===== config.mk =====
export PLATFORM = sky130hd
export DESIGN_NAME = dm_arbiter
export DESIGN_NICKNAME = d
export VERILOG_FILES = /design/src/rtl/dm_arbiter.sv
export SDC_FILE = /design/constraint.sdc
export NUM_CORES = 1
export LEC_CHECK = 0
export CAP_MARGIN = 10
export CELL_PAD_IN_SITES_DETAIL_PLACEMENT = 1
export CELL_PAD_IN_SITES_GLOBAL_PLACEMENT = 1
export CORE_AREA = 2 2 116 118
export DETAILED_ROUTE_END_ITERATION = 7
export DIE_AREA = 0 0 118 120
export DONT_BUFFER_PORTS = 1
export PLACE_DENSITY_LB_ADDON = 0.1
export SLEW_MARGIN = 20
export SYNTH_ARGS = -nofsm -noshare
export SYNTH_HDL_FRONTEND = slang
export SYNTH_SLANG_ARGS = --single-unit

===== constraint.sdc =====
create_clock -name Clk -period 2.45 [get_ports Clk]
set_clock_uncertainty 0.15 [all_clocks]
set_input_delay 0.245 -clock Clk [delete_from_list [all_inputs] [get_ports Clk]]
set_output_delay 0.245 -clock Clk [all_outputs]
set_load 0.05 [all_outputs]

===== src/rtl/dm_arbiter.sv =====
// dm_arbiter
// ----------
// Two-port arbiter and access sequencer in front of a 1024-word data memory
// (word index Addr[11:2], combinational read, write on the rising edge).
// Port 0 is the CPU load/store path, port 1 a secondary master (debug/DMA).
// Each transaction runs IDLE -> ACCESS -> DONE: the winner is latched in
// IDLE, the memory is touched for exactly one cycle in ACCESS, and a single
// cycle Ack (with Err) is returned in DONE.
//
// Configuration macro:
//   DM_ARB_RR_EN  defined   -> round-robin on a conflict, 1-bit pointer holds
//                              the last granted port
//                 undefined -> fixed priority, port 0 wins every conflict
//
// Ports:
//   Clk, Reset              clock, synchronous active-high reset
//   ReqN, WrN, AddrN, WDataN request side of port N (held until after AckN)
//   AckN, ErrN, RDataN      completion pulse, error flag, registered load data
//   M_MemWrite, M_MemRead   memory strobes, only ever high in ACCESS
//   M_Addr, M_Din           memory address / store data (owner's values)
//   M_Dout                  memory read data
//   Busy                    FSM not in IDLE
//   Owner                   port currently granted (valid in ACCESS/DONE)

module dm_arbiter #(
  parameter logic [31:0] ADDR_LIMIT = 32'h0000_1000
) (
  input  logic        Clk,
  input  logic        Reset,
  input  logic        Req0,
  input  logic        Wr0,
  input  logic [31:0] Addr0,
  input  logic [31:0] WData0,
  input  logic        Req1,
  input  logic        Wr1,
  input  logic [31:0] Addr1,
  input  logic [31:0] WData1,
  output logic        Ack0,
  output logic        Err0,
  output logic [31:0] RData0,
  output logic        Ack1,
  output logic        Err1,
  output logic [31:0] RData1,
  output logic        M_MemWrite,
  output logic        M_MemRead,
  output logic [31:0] M_Addr,
  output logic [31:0] M_Din,
  input  logic [31:0] M_Dout,
  output logic        Busy,
  output logic        Owner
);

  localparam logic [1:0] StIdle   = 2'd0;
  localparam logic [1:0] StAccess = 2'd1;
  localparam logic [1:0] StDone   = 2'd2;

  logic [1:0]  state_q, state_d;
  logic        owner_q, owner_d;
  logic        err_q, err_d;
  logic [31:0] rdata0_q, rdata0_d;
  logic [31:0] rdata1_q, rdata1_d;

`ifdef DM_ARB_RR_EN
  logic        rrPtr_q, rrPtr_d;
`endif

  logic        ownWr;
  logic [31:0] ownAddr;
  logic        addrBad;
  logic        grant;
  logic        inAccess;

  // The memory always sees the owner's address and data so they stay stable
  // outside ACCESS as well; only the strobes are qualified by state.
  always_comb begin
    ownWr   = owner_q ? Wr1    : Wr0;
    ownAddr = owner_q ? Addr1  : Addr0;
    M_Din   = owner_q ? WData1 : WData0;
  end

  assign M_Addr   = ownAddr;
  assign addrBad  = (ownAddr[1:0] != 2'b00) || (ownAddr >= ADDR_LIMIT);
  assign inAccess = (state_q == StAccess);

  // Winner of the current IDLE cycle; only consulted when some request is up.
`ifdef DM_ARB_RR_EN
  // On a conflict the port that did not win last time gets the grant.
  always_comb begin
    if (Req0 && Req1) begin
      grant = ~rrPtr_q;
    end else begin
      grant = Req1;
    end
  end
`else
  assign grant = !Req0;
`endif

  always_comb begin
    state_d  = state_q;
    owner_d  = owner_q;
    err_d    = err_q;
    rdata0_d = rdata0_q;
    rdata1_d = rdata1_q;
`ifdef DM_ARB_RR_EN
    rrPtr_d  = rrPtr_q;
`endif
    case (state_q)
      StIdle: begin
        if (Req0 || Req1) begin
          state_d = StAccess;
          owner_d = grant;
`ifdef DM_ARB_RR_EN
          rrPtr_d = grant;
`endif
        end
      end
      StAccess: begin
        state_d = StDone;
        err_d   = addrBad;
        // Only a successful load refreshes the owner's read register.
        if (!ownWr && !addrBad) begin
          if (owner_q) begin
            rdata1_d = M_Dout;
          end else begin
            rdata0_d = M_Dout;
          end
        end
      end
      StDone: begin
        state_d = StIdle;
      end
      default: begin
        state_d = StIdle;
      end
    endcase
  end

  always_ff @(posedge Clk) begin
    if (Reset) begin
      state_q  <= StIdle;
      owner_q  <= 1'b0;
      err_q    <= 1'b0;
      rdata0_q <= 32'h0;
      rdata1_q <= 32'h0;
`ifdef DM_ARB_RR_EN
      rrPtr_q  <= 1'b0;
`endif
    end else begin
      state_q  <= state_d;
      owner_q  <= owner_d;
      err_q    <= err_d;
      rdata0_q <= rdata0_d;
      rdata1_q <= rdata1_d;
`ifdef DM_ARB_RR_EN
      rrPtr_q  <= rrPtr_d;
`endif
    end
  end

  // Strobes are gated by Reset so an aborted ACCESS never commits a write.
  assign M_MemWrite = !Reset && inAccess && !addrBad && ownWr;
  assign M_MemRead  = !Reset && inAccess && !addrBad && !ownWr;

  assign Ack0   = (state_q == StDone) && !owner_q;
  assign Ack1   = (state_q == StDone) && owner_q;
  assign Err0   = Ack0 && err_q;
  assign Err1   = Ack1 && err_q;
  assign RData0 = rdata0_q;
  assign RData1 = rdata1_q;
  assign Busy   = (state_q != StIdle);
  assign Owner  = owner_q;

endmodule

==> out/results.tsv <==
metric	value	unit
result of the run	finished with violations	
violations in the final reports	setup timing	
net count after synthesis	522	
startpoint kind of the worst setup timing path	flip-flop	
total placed cells including tap cells	528	
starting density of the core	0.269	
VDD IR-drop max	0.000282	V
number of cells on the worst reg-to-reg path	8	
crit-path cells	mux2_4 -> or4_4 -> or2_4 -> nor4_4 -> buf_12	
number of remaining DRC errors	0	
leakage power	0.00194	uW
fill cell total of the finished layout	1453	
setup repair after global routing missed its margin	yes	
area delta synth->final	37.6	%
Die Span Y	120	um
worst min-delay path startpoint	Wr0	
source of the critical timing path	Owner$_SDFFE_PP0P_	
total area of multi-input combinational cells	2070	um2
detailed-router iteration count before antenna repair	4	
commonest cells after routing, fill and taps aside	96 x sky130_fd_sc_hd__nand2_1, 67 x sky130_fd_sc_hd__dfxtp_1, 64 x sky130_fd_sc_hd__mux2i_1	
post-layout instance count excluding filler cells	594	
critical path data required time	2.06	ns
CTS tree	done	
Max-Cap Viols	0	
H-tree depth reported by CTS	3	
minimum hold slack	0.258	ns
post-synth cell types	30	
Diodes inserted	0	
main flop type after synthesis	sky130_fd_sc_hd__dfxtp_1	
number of global-route vias before repair	3011	
total power of the final layout	3100	uW
post-layout utilization of the core	0.369	
clock tree root buffer cell	sky130_fd_sc_hd__clkbuf_16	
clock-pin slew on the worst setup and hold paths	0.06	ns
setup slack after placement	-0.148	ns
post-layout net count	580	
reg2reg end	RData0[27]$_SDFFE_PP0P_	
total clock buffers created by CTS	9	
average vias per placed instance	4.85	
area of the die	14200	um2
worst-path fanout max	5	
arrival time of data at the critical path endpoint	2.39	ns
Yosys top cell by area	sky130_fd_sc_hd__dfxtp_1	
Die Span X	118	um
synthesized netlist cell count	356	
number of buffers inserted by port buffering	0	
CTS sink cnt	68	
estimated wirelength of the detail-placed design	9.57	mm
Total Routing Usage GR	0.170	
row cnt	42	
Worst-Skew Late Latency	0.33	ns
critical path type	reg -> out	
cell depth of the worst min-delay path	4	
Core ar.	13000	um2
power per unit of standard cell area	647	nW/um2
critical register-to-register path startpoint	Owner$_SDFFE_PP0P_	
total via count in the routed design	2882	
Iteration-0 DRC Markers	116	
final worst-path setup slack	-0.334	ns
post-synthesis sequential area ratio	0.391	
final cycle utilization of the critical path	1.14	
global-route wire length before repair	18.1	mm
type of the tightest min-delay check	in -> reg	
largest stage delay on the critical path	0.54	ns
sequential cell area	1370	um2
antenna violations before repair	1	
cell types with the largest area share after synthesis	sky130_fd_sc_hd__dfxtp_1 39%, sky130_fd_sc_hd__mux2_2 20%, sky130_fd_sc_hd__mux2i_1 19%, sky130_fd_sc_hd__nand2_1 10%, sky130_fd_sc_hd__clkbuf_1 1.8%	
top-area cell type share of the netlist area	0.391	
worst slew pin tran	0.571	ns
internal reg-to-reg setup slack	-0.33	ns
remaining global-route overflow	0	
worst hold endpoint	RData0[5]$_SDFFE_PP0P_	
share of flip-flops with an asynchronous set or reset	0	
last weighted congestion value of the routability-driven placer	0.984	
remaining antenna violation count after routing	0	
count of pins over their slew limit	0	
mean instance size in the synthesized netlist	9.79	um2
Max-slew headroom	0.619	
netlist area before placement	3490	um2
slowest library cell on the worst path	sky130_fd_sc_hd__or4_4	
hold violation count in the final report	0	
ports placed on the boundary	302	
WL/cell	22.0	um
number of flops mapped to enable cells by yosys	0	
maximum number of pins on one net before global-route repair	54	
Seq cells post-synth	68	
clock period minus worst slack	2.78	ns
total of warnings raised by yosys	0	
nature of the critical path endpoint	output pin	
wire length reported by the detailed router	13.1	mm
commonest non-fill, non-tap cell in the layout	sky130_fd_sc_hd__nand2_1	
# setup viols final	66	
Max Fclk	359	MHz
fraction of final layout cells sized beyond drive strength 1	0.306	
maximum buffer depth of the clock tree	2	
synthesized netlist by cell type, drive strengths merged (2+ instances only):
library cell   n
nor3b          2
nand2         96
nor2           3
mux2          65
or4            2
clkbuf        17
nand4          2
nor4b          2
mux2i         65
o21ai          2
inv            2
dfxtp         68
buf            8
and2           3
nor4          10
power breakdown:
part / internal, uW / total (uW) / leakage [uW] / switching, uW
clock network: 810 / 1280 / 0.000140 / 466
logic: 191 / 707 / 0.00125 / 516
registers: 1110 / 1120 / 0.000549 / 7.84
total: 2110 / 3100 / 0.00194 / 990
logic make-up (layout without fill, tap and decap cells):
kind of cell,after synthesis,count (layout),synth area share
flip-flops,68,68,0.391
buffers and inverters,27,89,0.0388
AND/OR/NAND/NOR,126,126,0.162
multiplexers,130,130,0.399
AO/OA/AOI/OAI,5,5,0.00969
per-stage QoR:
step | instance area, um2 | setup TNS (ns)
2_1_floorplan | 3540 | -13.74
3_3_place_gp | 3870 | -2.05
3_5_place_dp | 3870 | -2.64
4_1_cts | 4710 | -12.30
5_1_grt | 4800 | -18.35
6_report | 4800 | -13.08
repair_timing:
| item | in CTS | in global routing |
|---|---|---|
| buffers inserted | 9 | 1 |
| hold buffers | 34 | 0 |
| hold endpoints to repair | 66 | 0 |
| cloned | 4 | 3 |
| gates resized for setup | 18 | 4 |
| setup endpoints to repair | 34 | 66 |
| pin swaps | 8 | 1 |
cell type report:
type / instances / area share
timing repair buffer: 72 / 0.177
tap: 176 / 0.0459
clock inverter: 2 / 0.00730
sequential: 68 / 0.285
clock buffer: 13 / 0.0522
inverter: 2 / 0.00157
multi-input combinational: 261 / 0.432
worst max-delay path: cells and delay by family, from the launching register on:
kind / cells / cell delay (ns)
buffers and inverters: 1 / 0.19
flip-flops: 1 / 0.39
multiplexers: 1 / 0.31
AND/OR/NAND/NOR: 3 / 1.17
layer usage:
| layer | global-route usage | wire length [um] | share of wire | vias to the layer above |
|---|---|---|---|---|
| li1 | - | - | - | 1342 |
| met1 | 0.198 | 5080 | 0.39 | 1378 |
| met2 | 0.294 | 6670 | 0.51 | 146 |
| met3 | 0.0642 | 1190 | 0.091 | 14 |
| met4 | 0.0422 | 115 | 0.0088 | 2 |
| met5 | 0 | 17 | 0.0013 | - |
worst max path at each step:
| stage | end | slack [ns] | depth (start not counted) |
|---|---|---|---|
| 2_1_floorplan | M_MemWrite | -0.44 | 5 |
| 3_3_place_gp | M_MemWrite | -0.11 | 5 |
| 5_1_grt | RData0[27]$_SDFFE_PP0P_ | -0.39 | 9 |
| 3_5_place_dp | M_MemWrite | -0.15 | 5 |
| 4_1_cts | M_MemWrite | -0.35 | 5 |
| 6_report | M_MemWrite | -0.33 | 5 |
state kept, by name (all words and copies together) (netlist names):
signal,cells
RData0,32
RData1,32
state_q,2
Owner,1
err_q,1
No activity file was read; power rests on OpenSTA's default activity.
